<file path="config.mk">
export PLATFORM = sky130hd
export DESIGN_NAME = sram_req_ctrl_flat
export DESIGN_NICKNAME = d
export VERILOG_FILES = /design/src/rtl/sram_req_ctrl_if.sv /design/src/rtl/sram_req_ctrl.sv /design/src/flat_wrapper.sv
export SDC_FILE = /design/constraint.sdc
export NUM_CORES = 1
export LEC_CHECK = 0
export ABC_AREA = 1
export ABC_CLOCK_PERIOD_IN_PS = 5750
export BUFFER_PORTS_ARGS = -buffer_cell sky130_fd_sc_hd__clkbuf_2
export CAP_MARGIN = 30
export CORE_MARGIN = 1
export CORE_UTILIZATION = 50
export DETAILED_ROUTE_END_ITERATION = 10
export PLACE_DENSITY_LB_ADDON = 0.1
export RECOVER_POWER = 50
export SLEW_MARGIN = 25
export SYNTH_ARGS = -nofsm -noshare
export SYNTH_HDL_FRONTEND = slang
export SYNTH_SLANG_ARGS = --single-unit
export TNS_END_PERCENT = 20
</file>
<file path="constraint.sdc">
create_clock -name clock -period 5.75 [get_ports clock]
set_clock_uncertainty 0.2 [all_clocks]
set_input_delay 1.4375 -clock clock [delete_from_list [all_inputs] [get_ports clock]]
set_output_delay 1.4375 -clock clock [all_outputs]
set_load 0.1 [all_outputs]
</file>
<file path="src/rtl/sram_req_ctrl_if.sv">
// sram_req_ctrl_if: request/response handshake bundle
// between a pipeline stage and the SRAM requester.
interface sram_req_ctrl_if #(
  parameter int ADDR_W = 8,
  parameter int DATA_W = 48,
  parameter int MASK_W = 8
);
  logic              req_valid;
  logic              req_ready;
  logic              req_write;
  logic [ADDR_W-1:0] req_addr;
  logic [MASK_W-1:0] req_wmask;
  logic [DATA_W-1:0] req_wdata;
  logic              resp_valid;
  logic              resp_ready;
  logic [DATA_W-1:0] resp_rdata;

  modport master (
    output req_valid, req_write, req_addr,
    output req_wmask, req_wdata, resp_ready,
    input  req_ready, resp_valid, resp_rdata
  );

  modport slave (
    input  req_valid, req_write, req_addr,
    input  req_wmask, req_wdata, resp_ready,
    output req_ready, resp_valid, resp_rdata
  );
endinterface

</file>
<file path="src/rtl/sram_req_ctrl.sv">
// sram_req_ctrl: valid/ready front end for a 1-cycle
// masked single-port SRAM, with zero-fill and read FIFO.
module sram_req_ctrl #(
  parameter int ADDR_W        = 8,
  parameter int DATA_W        = 48,
  parameter int MASK_W        = 8,
  parameter int RESP_DEPTH    = 2,
  parameter int INIT_ON_RESET = 1
) (
  input  logic              clock,
  input  logic              reset_n,
  sram_req_ctrl_if.slave    bus,
  output logic              init_done,
  output logic              sram_en,
  output logic              sram_wmode,
  output logic [ADDR_W-1:0] sram_addr,
  output logic [MASK_W-1:0] sram_wmask,
  output logic [DATA_W-1:0] sram_wdata,
  input  logic [DATA_W-1:0] sram_rdata
);

  typedef enum logic {
    S_INIT,
    S_RUN
  } state_t;

  localparam state_t RST_STATE =
    (INIT_ON_RESET != 0) ? S_INIT : S_RUN;
  localparam logic RST_DONE = (INIT_ON_RESET == 0);

  localparam int CW = $clog2(RESP_DEPTH + 1);
  localparam int PW =
    (RESP_DEPTH > 1) ? $clog2(RESP_DEPTH) : 1;
  localparam logic [PW-1:0] LAST = PW'(RESP_DEPTH - 1);
  localparam logic [CW:0]   CAP  = (CW + 1)'(RESP_DEPTH);

  state_t            state;
  logic [ADDR_W-1:0] init_ptr;

  logic [CW-1:0]     count;
  logic [CW:0]       occ;
  logic [PW-1:0]     wr_ptr;
  logic [PW-1:0]     rd_ptr;
  logic              inflight;
  logic [DATA_W-1:0] fifo_mem [RESP_DEPTH];

  logic init_drive;
  logic run;
  logic pop;
  logic push;
  logic accept;

  function automatic logic [PW-1:0] ptr_inc(
    input logic [PW-1:0] p
  );
    return (p == LAST) ? '0 : p + 1'b1;
  endfunction

  // Strobes are gated by reset_n so they drop the
  // moment reset asserts, not at the next edge.
  assign init_drive = reset_n && (state == S_INIT);
  assign run        = reset_n && (state == S_RUN);

  assign push = inflight;
  assign pop  = bus.resp_valid && bus.resp_ready;

  assign bus.resp_valid = (count != '0);
  assign bus.resp_rdata = fifo_mem[rd_ptr];

  // Credit: slots already used or promised, net of
  // this cycle's pop, must leave room for a new read.
  assign occ = {1'b0, count}
             + (CW + 1)'(inflight)
             - (CW + 1)'(pop);

  assign bus.req_ready =
    run && (bus.req_write || (occ < CAP));
  assign accept = bus.req_valid && bus.req_ready;

  // Mode FSM: zero-fill sweep, then steady run.
  always_ff @(posedge clock or negedge reset_n) begin
    if (!reset_n) begin
      state     <= RST_STATE;
      init_ptr  <= '0;
      init_done <= RST_DONE;
    end else begin
      unique case (state)
        S_INIT: begin
          init_ptr <= init_ptr + 1'b1;
          if (&init_ptr) begin
            state     <= S_RUN;
            init_done <= 1'b1;
          end
        end
        S_RUN: begin
          init_done <= 1'b1;
        end
        default: begin
          state <= RST_STATE;
        end
      endcase
    end
  end

  // Macro strobes: sweep writes in INIT, pass-through
  // of the accepted request in RUN, idle otherwise.
  always_comb begin
    sram_en    = 1'b0;
    sram_wmode = 1'b0;
    sram_addr  = '0;
    sram_wmask = '0;
    sram_wdata = '0;
    unique case (1'b1)
      init_drive: begin
        sram_en    = 1'b1;
        sram_wmode = 1'b1;
        sram_addr  = init_ptr;
        sram_wmask = '1;
      end
      accept: begin
        sram_en    = 1'b1;
        sram_wmode = bus.req_write;
        sram_addr  = bus.req_addr;
        sram_wmask = bus.req_write ? bus.req_wmask : '0;
        sram_wdata = bus.req_wdata;
      end
      default: begin
        sram_en = 1'b0;
      end
    endcase
  end

  // Read tracking and FIFO bookkeeping; reset drops
  // any read whose data has not landed yet.
  always_ff @(posedge clock or negedge reset_n) begin
    if (!reset_n) begin
      inflight <= 1'b0;
      count    <= '0;
      wr_ptr   <= '0;
      rd_ptr   <= '0;
    end else begin
      inflight <= accept && !bus.req_write;
      if (push) begin
        wr_ptr <= ptr_inc(wr_ptr);
      end
      if (pop) begin
        rd_ptr <= ptr_inc(rd_ptr);
      end
      unique case ({push, pop})
        2'b10:   count <= count + 1'b1;
        2'b01:   count <= count - 1'b1;
        default: count <= count;
      endcase
    end
  end

  // FIFO storage needs no reset; count gates its use.
  always_ff @(posedge clock) begin
    if (push) begin
      fifo_mem[wr_ptr] <= sram_rdata;
    end
  end

endmodule

</file>
<file path="src/flat_wrapper.sv">
// flat-port wrapper written by rule: the top's interface ports become plain ports
module sram_req_ctrl_flat 
#(
  parameter int ADDR_W        = 8,
  parameter int DATA_W        = 48,
  parameter int MASK_W        = 8,
  parameter int RESP_DEPTH    = 2,
  parameter int INIT_ON_RESET = 1
)
  (clock, reset_n, init_done, sram_en, sram_wmode, sram_addr, sram_wmask, sram_wdata, sram_rdata, bus_req_valid, bus_req_write, bus_req_addr, bus_req_wmask, bus_req_wdata, bus_resp_ready, bus_req_ready, bus_resp_valid, bus_resp_rdata);
  sram_req_ctrl_if #(.ADDR_W(ADDR_W), .DATA_W(DATA_W), .MASK_W(MASK_W)) bus_i ();
  input  logic clock;
  input  logic reset_n;
  output logic init_done;
  output logic sram_en;
  output logic sram_wmode;
  output logic [ADDR_W-1:0] sram_addr;
  output logic [MASK_W-1:0] sram_wmask;
  output logic [DATA_W-1:0] sram_wdata;
  input  logic [DATA_W-1:0] sram_rdata;
  input wire logic [$bits(bus_i.req_valid)-1:0] bus_req_valid;
  input wire logic [$bits(bus_i.req_write)-1:0] bus_req_write;
  input wire logic [$bits(bus_i.req_addr)-1:0] bus_req_addr;
  input wire logic [$bits(bus_i.req_wmask)-1:0] bus_req_wmask;
  input wire logic [$bits(bus_i.req_wdata)-1:0] bus_req_wdata;
  input wire logic [$bits(bus_i.resp_ready)-1:0] bus_resp_ready;
  output wire logic [$bits(bus_i.req_ready)-1:0] bus_req_ready;
  output wire logic [$bits(bus_i.resp_valid)-1:0] bus_resp_valid;
  output wire logic [$bits(bus_i.resp_rdata)-1:0] bus_resp_rdata;
  assign bus_i.req_valid = bus_req_valid;
  assign bus_i.req_write = bus_req_write;
  assign bus_i.req_addr = bus_req_addr;
  assign bus_i.req_wmask = bus_req_wmask;
  assign bus_i.req_wdata = bus_req_wdata;
  assign bus_i.resp_ready = bus_resp_ready;
  assign bus_req_ready = bus_i.req_ready;
  assign bus_resp_valid = bus_i.resp_valid;
  assign bus_resp_rdata = bus_i.resp_rdata;
  sram_req_ctrl #(.ADDR_W(ADDR_W), .DATA_W(DATA_W), .MASK_W(MASK_W), .RESP_DEPTH(RESP_DEPTH), .INIT_ON_RESET(INIT_ON_RESET)) u_core (.clock(clock), .reset_n(reset_n), .bus(bus_i), .init_done(init_done), .sram_en(sram_en), .sram_wmode(sram_wmode), .sram_addr(sram_addr), .sram_wmask(sram_wmask), .sram_wdata(sram_wdata), .sram_rdata(sram_rdata));
endmodule
</file>
==> run_results.csv, run 1 <==
group,metric,value,unit
clock_tree,num_cts_buffers,9,
sta,final-max-slew-violation-count,0,
route,drt_drc_violations_left,0,
place,buffer_ports.inserted,233,
synthesis,dominant_cell_by_count_in_the_synthesized_netlist,"sky130_fd_sc_hd__nand2_1",
pwr,power_density,408,nW/µm²
clock_tree,clkTransAtPathRegs,90,ps
synthesis,async_set_reset_flop_share_out_of_synthesis,0.135,
sta,grt_setup_unrepaired,"false",
clock_tree,cts_resized,0,
clock_tree,htree_num_levels,3,
sta,timing.final.hold_violations,0,
critical_path,worstPathRequired,4110,ps
outcome,run_status,"completed",
place,gp_routability_congestion,0.909,
floorplan,ios,234,
critical_path,reg2reg_slack,2930,ps
synthesis,synth-seq-cells,111,
sta,fmax,182,MHz
critical_path,arrival,3860,ps
clock_tree,cts_root_buffer,"sky130_fd_sc_hd__clkbuf_8",
pwr,power.static_leakage,3.44,nW
route,dr_total_vias,4006,
critical_path,crit_path_top_delay_cell,"sky130_fd_sc_hd__fa_1",
synthesis,netlist.area_leader.share,0.582,
route,wire_per_inst,14.5,µm
critical_path,cp_common_cell,"sky130_fd_sc_hd__buf_12",
grt,initial_antenna_violation_count,0,
flow_run,cap_violations,0,
clock_tree,cts_hold_repair.buffers,0,
sta,timing_worst_slew_pin_value,1260,ps
synthesis,synth_largest_area_cell,"sky130_fd_sc_hd__edfxtp_1",
grt,grt_remaining_overflow,0,
route,drt_wl_total,12.4,mm
grt,global_route.usage.total,0.238,
final_layout,final_design_area_no_fill,7090,µm²
synthesis,seq_area_frac_synth,0.658,
critical_path,cp.buffers_inverters,4,
floorplan,die_h,102,µm
critical_path,path_delay_family,"simple AND/OR/NAND/NOR gates",
place,hpwlAfterDp,9.59,mm
final_layout,finalNonFillerCells,856,
place,placement.cell_area,6990,µm²
route,route.detailed.vias_per_inst,4.68,
final_layout,final_nets,843,
critical_path,end_kind,"output port",
clock_tree,clock_sinks,111,
clock_tree,cts_post_setup_buffers_inserted,0,
critical_path,worst-setup-path-type,"in -> out",
final_layout,final_core_util,0.753,
critical_path,critPathMaxFanout,49,
synthesis,syn-instance-count,491,
clock_tree,clk_latency,350,ps
floorplan,num_rows,35,
sta,timing.final.ws_setup,251,ps
final_layout,diodes,0,
grt,first_global_vias,3805,
sta,hold-worst-slack,300,ps
place,total_placed_cells_including_tap_cells,840,
route,ant_nets,0,
critical_path,crit_path_max_incr_delay,510,ps
synthesis,post_synth_main_area_contributors,"sky130_fd_sc_hd__edfxtp_1, sky130_fd_sc_hd__nand2_1, sky130_fd_sc_hd__dfrtp_1",
final_layout,synth_to_final_area_change,43.3,%
worst_hold_path,type_of_the_tightest_min_delay_check,"reg -> reg",
synthesis,syn_area_per_cell,10.1,µm²
clock_tree,cts_tree,"done",
route,dr.pass1.iters,4,
floorplan,start_util,0.526,
floorplan,coreArea,9420,µm²
synthesis,netlist-cell-type-count,27,
final_layout,share_of_layout_cells_above_drive_strength_1,0.326,
clock_tree,clockBufferDepth,2,
synthesis,synth.net_count,612,
synthesis,synth_top_flop_cell,"sky130_fd_sc_hd__edfxtp_1",
sta,final_min_period_over_clock_period,0.956,
critical_path,critical_path.cell_chain,"clkbuf_2 > nand2_1 > inv_1 > ha_1 > or2_2 > fa_1 > nand3_2 > nand2_4 > nand3_4 > buf_12 > nor2_1 > buf_12",
sta,worst_relative_slew_slack,0.162,
route,dr.first_iter.drc_count,152,
synthesis,synth_top_cells_by_count,"sky130_fd_sc_hd__nand2_1, sky130_fd_sc_hd__edfxtp_1, sky130_fd_sc_hd__inv_1",
sta,setup_violations,0,
synthesis,edff_count_synth,96,
grt,grt_start_max_net_pins,50,
grt,grt_first_pass_wirelength,18.3,mm
synthesis,synth.cell_area,4950,µm²
floorplan,die_w,102,µm
critical_path,critical_path.startpoint_type,"primary input",
place,dpl_worst_slack,256,ps
sta,fin_crit,5500,ps
synthesis,yosys_warnings,0,
pwr,irDropWorstVdd,0.459,mV
floorplan,die_area,10300,µm²
[path summary, 6_finish.rpt]
| path | depth (start not counted) | endpoint | start |
|---|---|---|---|
| setup / recovery | 12 | sram_wdata[47] | bus_resp_ready |
| hold / removal | 1 | u_core.wr_ptr$_DFFE_PN0P_ | u_core.inflight$_DFF_PN0_ |
| setup reg to reg | 3 | u_core.fifo_mem[1][24]$_DFFE_PP_ | u_core.wr_ptr$_DFFE_PN0P_ |
| hold reg to reg | 1 | u_core.wr_ptr$_DFFE_PN0P_ | u_core.inflight$_DFF_PN0_ |
| max in group asynchronous | 1 | u_core.rd_ptr$_DFFE_PN0P_ | reset_n |
| min in group asynchronous | 1 | u_core.init_ptr[4]$_DFFE_PN0N_ | reset_n |
[through the flow]
stage               setup TNS, ps  total power, mW
floorplan                  -10810             2.25
global placement                0             2.50
detailed placement              0             2.52
CTS                             0             2.92
global route                    0             3.01
finish                          0             2.89
[cell families after synthesis]
family / synth area share
and+or+nand+nor: 0.237
DFF: 0.658
buffers and inverters: 0.0740
xor gates and xnor gates: 0.0159
adders and majority gates: 0.0116
AOI/OAI and AO/OA: 0.00303
[flip-flops by register name, summed over array words and instances, names as in the netlist]
register	cells
u_core.count	2
u_core.rd_ptr	1
u_core.fifo_mem	96
u_core.init_done	1
u_core.init_ptr	8
u_core.state	1
u_core.inflight	1
u_core.wr_ptr	1
[where the power goes]
part | switching [mW] | internal (mW) | leakage, nW | total, mW
Combinational | 1.38 | 0.215 | 2.30 | 1.59
Sequential | 0.00963 | 0.886 | 1.05 | 0.895
Clock | 0.244 | 0.163 | 0.0894 | 0.407
[cell type report]
| type | instances | area (µm²) |
|---|---|---|
| fillers | 668 | 2320 |
| inverters | 70 | 263 |
| well taps | 129 | 161 |
| clock buffers | 11 | 131 |
| clock inverters | 5 | 42.5 |
| flip-flops and latches | 111 | 3260 |
| repair buffers | 238 | 1910 |
| multi-input cells | 292 | 1330 |
[layout by cell type, fill, tap and decap left out]
master | netlist | layout
sky130_fd_sc_hd__nand2_1 | 187 | 187
sky130_fd_sc_hd__clkbuf_2 | 0 | 151
sky130_fd_sc_hd__edfxtp_1 | 96 | 96
sky130_fd_sc_hd__inv_1 | 67 | 66
sky130_fd_sc_hd__nor2_1 | 59 | 59
sky130_fd_sc_hd__buf_12 | 0 | 50
sky130_fd_sc_hd__clkbuf_1 | 6 | 35
sky130_fd_sc_hd__dfrtp_1 | 15 | 14
sky130_fd_sc_hd__nand4_1 | 11 | 11
sky130_fd_sc_hd__nor2_4 | 9 | 9
sky130_fd_sc_hd__clkbuf_8 | 0 | 9
sky130_fd_sc_hd__xor2_1 | 5 | 5
sky130_fd_sc_hd__xnor2_1 | 4 | 4
sky130_fd_sc_hd__buf_4 | 2 | 4
sky130_fd_sc_hd__inv_2 | 3 | 3
sky130_fd_sc_hd__ha_1 | 3 | 3
sky130_fd_sc_hd__clkinv_4 | 0 | 3
sky130_fd_sc_hd__a21oi_1 | 2 | 2
sky130_fd_sc_hd__nand3_1 | 2 | 2
sky130_fd_sc_hd__nand3b_1 | 2 | 2
sky130_fd_sc_hd__or2_2 | 1 | 1
sky130_fd_sc_hd__nand2_2 | 1 | 1
sky130_fd_sc_hd__nand3_2 | 1 | 1
sky130_fd_sc_hd__nand2_4 | 1 | 1
sky130_fd_sc_hd__nand3_4 | 1 | 1
sky130_fd_sc_hd__clkinv_1 | 0 | 1
sky130_fd_sc_hd__nor3_1 | 1 | 1
sky130_fd_sc_hd__o21ai_0 | 1 | 1
sky130_fd_sc_hd__fa_1 | 1 | 1
sky130_fd_sc_hd__inv_8 | 0 | 1
sky130_fd_sc_hd__clkinv_2 | 0 | 1
sky130_fd_sc_hd__dfrtp_2 | 0 | 1
[per-layer routing]
metal  vias up  global-route usage  share of wire
li1       1998                   -              -
met1      1867               0.280           0.40
met2       126               0.427           0.52
met3        15              0.0697          0.067
met4         0              0.0569          0.011
met5         -                   0              0
No activity file was read; power rests on OpenSTA's default activity.
==> run 2: changes to the inputs <==
PLACE_DENSITY_LB_ADDON = 0.25   (was 0.1)
==> run_results.csv, run 2 (synthesized netlist as in run 1, its figures left out) <==
group,metric,value,unit
route,drt_drc_violations_left,0,
outcome,run_status,"finished with violations",
final_layout,max_flop_register,"u_core.fifo_mem",
sta,timing.final.ws_setup,300,ps
route,dr_total_vias,4024,
route,drt_wl_total,12.3,mm
floorplan,start_util,0.526,
clock_tree,clockBufferDepth,2,
critical_path,critPathMaxFanout,46,
floorplan,die_area,10300,µm²
place,dpl_worst_slack,318,ps
sta,worst_relative_slew_slack,-0.815,
pwr,power.static_leakage,3.44,nW
final_layout,final_nets,842,
sta,timing.final.hold_violations,0,
critical_path,cp_common_cell,"sky130_fd_sc_hd__buf_12",
grt,first_global_vias,3807,
worst_hold_path,type_of_the_tightest_min_delay_check,"reg -> reg",
final_layout,nFillCells,639,
clock_tree,cts_resized,0,
critical_path,end_kind,"output port",
grt,grt_start_max_net_pins,50,
clock_tree,cts_tree,"done",
clock_tree,clkTransAtPathRegs,100,ps
sta,fin_crit,5450,ps
route,ant_nets,0,
place,gp_routability_congestion,0.872,
final_layout,share_of_layout_cells_above_drive_strength_1,0.321,
critical_path,worstPathRequired,4110,ps
route,wire_per_inst,14.4,µm
sta,setup_violations,0,
sta,fmax,183,MHz
clock_tree,cts_hold_repair.buffers,0,
critical_path,critical_path.startpoint_type,"primary input",
final_layout,diodes,0,
pwr,power_density,414,nW/µm²
sta,grt_setup_unrepaired,"false",
pwr,irDropWorstVdd,0.309,mV
route,dr.pass1.iters,5,
clock_tree,clk_latency,360,ps
grt,grt_remaining_overflow,0,
grt,grt_first_pass_wirelength,18.4,mm
grt,global_route.usage.total,0.236,
final_layout,top_flop_regs,"u_core.fifo_mem (96), u_core.init_ptr (8), u_core.count (2)",
flow_run,cap_violations,1,
place,hpwlAfterDp,9.39,mm
final_layout,mostFrequentLayoutCells,"sky130_fd_sc_hd__nand2_1, sky130_fd_sc_hd__clkbuf_2, sky130_fd_sc_hd__edfxtp_1",
critical_path,crit_path_top_delay_cell,"sky130_fd_sc_hd__fa_1",
clock_tree,clock_sinks,111,
route,dr.first_iter.drc_count,158,
floorplan,die_h,102,µm
critical_path,critical_path.cell_chain,"clkbuf_2 > nand2_1 > inv_1 > ha_1 > or2_2 > fa_1 > nand3_2 > nand2_4 > nand3_4 > buf_12 > nor2_1 > buf_12",
floorplan,ios,234,
clock_tree,cts_root_buffer,"sky130_fd_sc_hd__clkbuf_8",
critical_path,crit_path_max_incr_delay,500,ps
final_layout,area_of_combinational_cells_with_multiple_inputs,1330,µm²
final_layout,largest_reg_flops,96,
sta,final_min_period_over_clock_period,0.948,
grt,initial_antenna_violation_count,0,
clock_tree,cts_post_setup_buffers_inserted,0,
final_layout,layout.area.seq,3260,µm²
floorplan,die_w,102,µm
route,route.detailed.vias_per_inst,4.71,
sta,timing_worst_slew_pin_value,2720,ps
clock_tree,num_cts_buffers,9,
clock_tree,htree_num_levels,3,
place,buffer_ports.inserted,233,
final_layout,mostFrequentLayoutCell,"sky130_fd_sc_hd__nand2_1",
floorplan,num_rows,35,
floorplan,coreArea,9420,µm²
sta,setup_tns,0,ps
sta,final-max-slew-violation-count,49,
critical_path,worst-setup-path-type,"in -> out",
outcome,violations,"max-capacitance violations, max-slew violations",
sta,hold-worst-slack,286,ps
critical_path,arrival,3810,ps
final_layout,synth_to_final_area_change,44.4,%
[run 2: through the flow]
step / cell area (µm²) / total power [mW] / std cells / utilization
2_1_floorplan: 4950 / 2.25 / 491 / -
3_3_place_gp: 6950 / 2.49 / 838 / 0.739
3_5_place_dp: 6970 / 2.51 / 839 / 0.741
4_1_cts: 7200 / 2.99 / 855 / 0.765
5_1_grt: 7150 / 3.09 / 855 / 0.759
6_report: 7150 / 2.96 / 855 / 0.759
[run 2: layout make-up]
| class | count | area share |
|---|---|---|
| Inverter | 70 | 0.0367 |
| Multi-Input combinational cell | 292 | 0.187 |
| Clock inverter | 7 | 0.0145 |
| Sequential cell | 111 | 0.456 |
| Tap cell | 129 | 0.0226 |
| Timing Repair Buffer | 237 | 0.266 |
| Clock buffer | 9 | 0.0173 |
[run 2: path summary, 6_finish.rpt]
kind / start / to / slack, ps / depth (start not counted)
max: bus_resp_ready / sram_wdata[47] / 300 / 12
min: u_core.inflight$_DFF_PN0_ / u_core.wr_ptr$_DFFE_PN0P_ / 290 / 1
max reg2reg: u_core.wr_ptr$_DFFE_PN0P_ / u_core.fifo_mem[0][9]$_DFFE_PP_ / 2610 / 2
min reg2reg: u_core.inflight$_DFF_PN0_ / u_core.wr_ptr$_DFFE_PN0P_ / 290 / 1
max in group asynchronous: reset_n / u_core.rd_ptr$_DFFE_PN0P_ / 3760 / 1
min in group asynchronous: reset_n / u_core.init_ptr[3]$_DFFE_PN0N_ / 980 / 1
[run 2: where the power goes]
| group | switching [mW] | total [mW] | internal (mW) |
|---|---|---|---|
| registers | 0.0640 | 0.949 | 0.885 |
| logic | 1.32 | 1.53 | 0.211 |
| clock network | 0.269 | 0.484 | 0.215 |
[run 2: layer usage]
metal	up-vias	share of wire	track usage	wire length, µm
met4	0	0.013	0.0457	155
li1	1992	-	-	-
met2	146	0.53	0.422	6570
met1	1866	0.39	0.291	4740
met5	-	0	0	0
met3	20	0.068	0.0594	830
[run 2: critical path: cells and delay by family]
family,cells,cell delay (ps)
buffers and inverters,4,580
adder cells (fa/ha/maj),2,780
AND/OR/NAND/NOR,6,1000
==> run 3: changes to the inputs <==
ABC_AREA = default   (was 1)
==> run_results.csv, run 3 <==
group,metric,value,unit
synthesis,synth_largest_area_cell,"sky130_fd_sc_hd__edfxtp_1",
place,dpl_worst_slack,330,ps
critical_path,end_kind,"output port",
final_layout,synth_to_final_area_change,46.8,%
clock_tree,cts_tree,"done",
route,drt_drc_violations_left,0,
final_layout,largest_reg_flops,96,
clock_tree,clockBufferDepth,2,
sta,fin_crit,5430,ps
final_layout,share_of_layout_cells_above_drive_strength_1,0.591,
sta,timing_worst_slew_pin_value,3180,ps
synthesis,synth_top_flop_cell,"sky130_fd_sc_hd__edfxtp_1",
final_layout,finalNonFillerCells,655,
synthesis,post_synth_main_area_contributors,"sky130_fd_sc_hd__edfxtp_1, sky130_fd_sc_hd__mux2_2, sky130_fd_sc_hd__dfrtp_1",
route,ant_nets,0,
floorplan,die_w,100,µm
synthesis,seq_area_frac_synth,0.676,
place,placement.cell_area,6930,µm²
pwr,irDropWorstVdd,0.194,mV
grt,initial_antenna_violation_count,0,
final_layout,nFillCells,602,
pwr,p_total,2.51,mW
final_layout,final_core_util,0.762,
critical_path,critical_path.reg2reg.startpoint,"u_core.wr_ptr$_DFFE_PN0P_",
critical_path,worst-setup-path-type,"in -> out",
pwr,power_density,354,nW/µm²
critical_path,worst_r2r_path_depth,1,
sta,final-max-slew-violation-count,49,
synthesis,syn_area_per_cell,16.6,µm²
grt,first_global_vias,3345,
clock_tree,cts_post_setup_buffers_inserted,0,
worst_hold_path,type_of_the_tightest_min_delay_check,"reg -> reg",
floorplan,die_area,10000,µm²
flow_run,cap_violations,1,
worst_hold_path,hold_start,"u_core.init_done$_DFFE_PN0P_",
final_layout,mostFrequentLayoutCells,"sky130_fd_sc_hd__clkbuf_2, sky130_fd_sc_hd__edfxtp_1, sky130_fd_sc_hd__buf_12",
clock_tree,num_cts_buffers,9,
route,route.detailed.vias_per_inst,4.96,
synthesis,netlist-cell-type-count,30,
route,dr.first_iter.drc_count,125,
sta,timing.final.ws_setup,324,ps
synthesis,synth_top_cells_by_count,"sky130_fd_sc_hd__edfxtp_1, sky130_fd_sc_hd__mux2_2, sky130_fd_sc_hd__and2_4",
place,buffer_ports.inserted,233,
synthesis,yosys_warnings,0,
clock_tree,cts_hold_repair.buffers,0,
sta,fmax,184,MHz
final_layout,final_design_area_no_fill,7070,µm²
route,dr.pass1.iters,4,
route,wire_per_inst,17.7,µm
grt,grt_first_pass_wirelength,17.0,mm
sta,final_min_period_over_clock_period,0.944,
pwr,power.static_leakage,2.88,nW
critical_path,reg2reg_slack,2320,ps
worst_hold_path,hold_critical_path_endpoint,"u_core.init_done$_DFFE_PN0P_",
critical_path,arrival,3790,ps
clock_tree,cts_root_buffer,"sky130_fd_sc_hd__clkbuf_8",
grt,grt_start_max_net_pins,50,
floorplan,start_util,0.519,
clock_tree,htree_num_levels,3,
synthesis,synth.net_count,411,
final_layout,diodes,0,
place,total_placed_cells_including_tap_cells,640,
outcome,violations,"max-capacitance violations, max-slew violations",
synthesis,async_set_reset_flop_share_out_of_synthesis,0.135,
clock_tree,clkTransAtPathRegs,90,ps
floorplan,num_rows,35,
synthesis,syn-instance-count,290,
critical_path,critPathMaxFanout,45,
sta,timing.final.hold_violations,0,
sta,setup_violations,0,
grt,grt_remaining_overflow,0,
place,hpwlAfterDp,8.82,mm
synthesis,edff_count_synth,96,
final_layout,final_nets,643,
final_layout,mostFrequentLayoutCell,"sky130_fd_sc_hd__clkbuf_2",
grt,global_route.usage.total,0.231,
floorplan,ios,234,
sta,setup_tns,0,ps
clock_tree,clock_sinks,111,
sta,grt_setup_unrepaired,"false",
sta,hold-worst-slack,309,ps
critical_path,worstPathRequired,4110,ps
sta,worst_relative_slew_slack,-1.12,
worst_hold_path,worstHoldPathCells,1,
synthesis,dominant_cell_by_count_in_the_synthesized_netlist,"sky130_fd_sc_hd__edfxtp_1",
final_layout,max_flop_register,"u_core.fifo_mem",
floorplan,die_h,100,µm
outcome,run_status,"finished with violations",
place,gp_routability_congestion,0.827,
synthesis,synth-seq-cells,111,
route,dr_total_vias,3251,
clock_tree,cts_resized,0,
route,drt_wl_total,11.6,mm
final_layout,top_flop_regs,"u_core.fifo_mem (96), u_core.init_ptr (8), u_core.count (2)",
synthesis,synth.cell_area,4820,µm²
critical_path,critical_path.startpoint_type,"primary input",
floorplan,coreArea,9280,µm²
synthesis,netlist.area_leader.share,0.598,
clock_tree,clk_latency,360,ps
critical_path,r2r_end,"u_core.fifo_mem[1][27]$_DFFE_PP_",
==> run 3: metal layers <==
metal	vias up	routed length, µm	track usage
met5	-	0	0
met4	0	306	0.0936
met3	23	733	0.0578
met2	133	5860	0.381
met1	1574	4690	0.292
li1	1521	-	-
==> run 3: how the worst max path moves through the flow <==
stage                   start             to  slack (ps)
4_1_cts        bus_resp_ready  sram_wdata[3]         330
6_report       bus_resp_ready  sram_wdata[3]         320
3_5_place_dp   bus_resp_ready  sram_wdata[3]         330
2_1_floorplan  bus_resp_ready  bus_req_ready         120
3_3_place_gp   bus_resp_ready   sram_addr[4]         450
5_1_grt        bus_resp_ready   sram_addr[0]         230
==> run 3: worst max-delay path, cell delays in order <==
cell                       delay, ps
sky130_fd_sc_hd__clkbuf_2         80
sky130_fd_sc_hd__and2_1          170
sky130_fd_sc_hd__ha_1            310
sky130_fd_sc_hd__nand2b_1        160
sky130_fd_sc_hd__fa_1            380
sky130_fd_sc_hd__xnor2_1         290
sky130_fd_sc_hd__a31o_4          310
sky130_fd_sc_hd__buf_12          220
sky130_fd_sc_hd__and2_1          220
sky130_fd_sc_hd__buf_12          190
==> run 3: cell families after synthesis <==
family / Yosys count / share of synthesized area
AO/OA/AOI/OAI: 19 / 0.0332
XOR/XNOR: 13 / 0.0236
adder cells (fa/ha/maj): 4 / 0.0119
buffers and inverters: 17 / 0.0241
flip-flops: 111 / 0.676
multiplexers: 49 / 0.115
AND/OR/NAND/NOR: 77 / 0.116
==> run 3: area by class of cell <==
| cell class | count | area, µm² | share of cell area |
|---|---|---|---|
| well taps | 129 | 161 | 0.0228 |
| multi-input cells | 162 | 1460 | 0.206 |
| flip-flops and latches | 111 | 3260 | 0.461 |
| clock buffers | 9 | 124 | 0.0175 |
| repair buffers | 236 | 2000 | 0.282 |
| inverters | 2 | 7.51 | 0.00106 |
| clock inverters | 6 | 67.6 | 0.00955 |
==> run 3: where the power goes <==
part	internal, mW	total, mW	switching [mW]
Combinational	0.242	1.09	0.847
Clock	0.203	0.455	0.251
Sequential	0.887	0.964	0.0770
Total	1.33	2.51	1.18
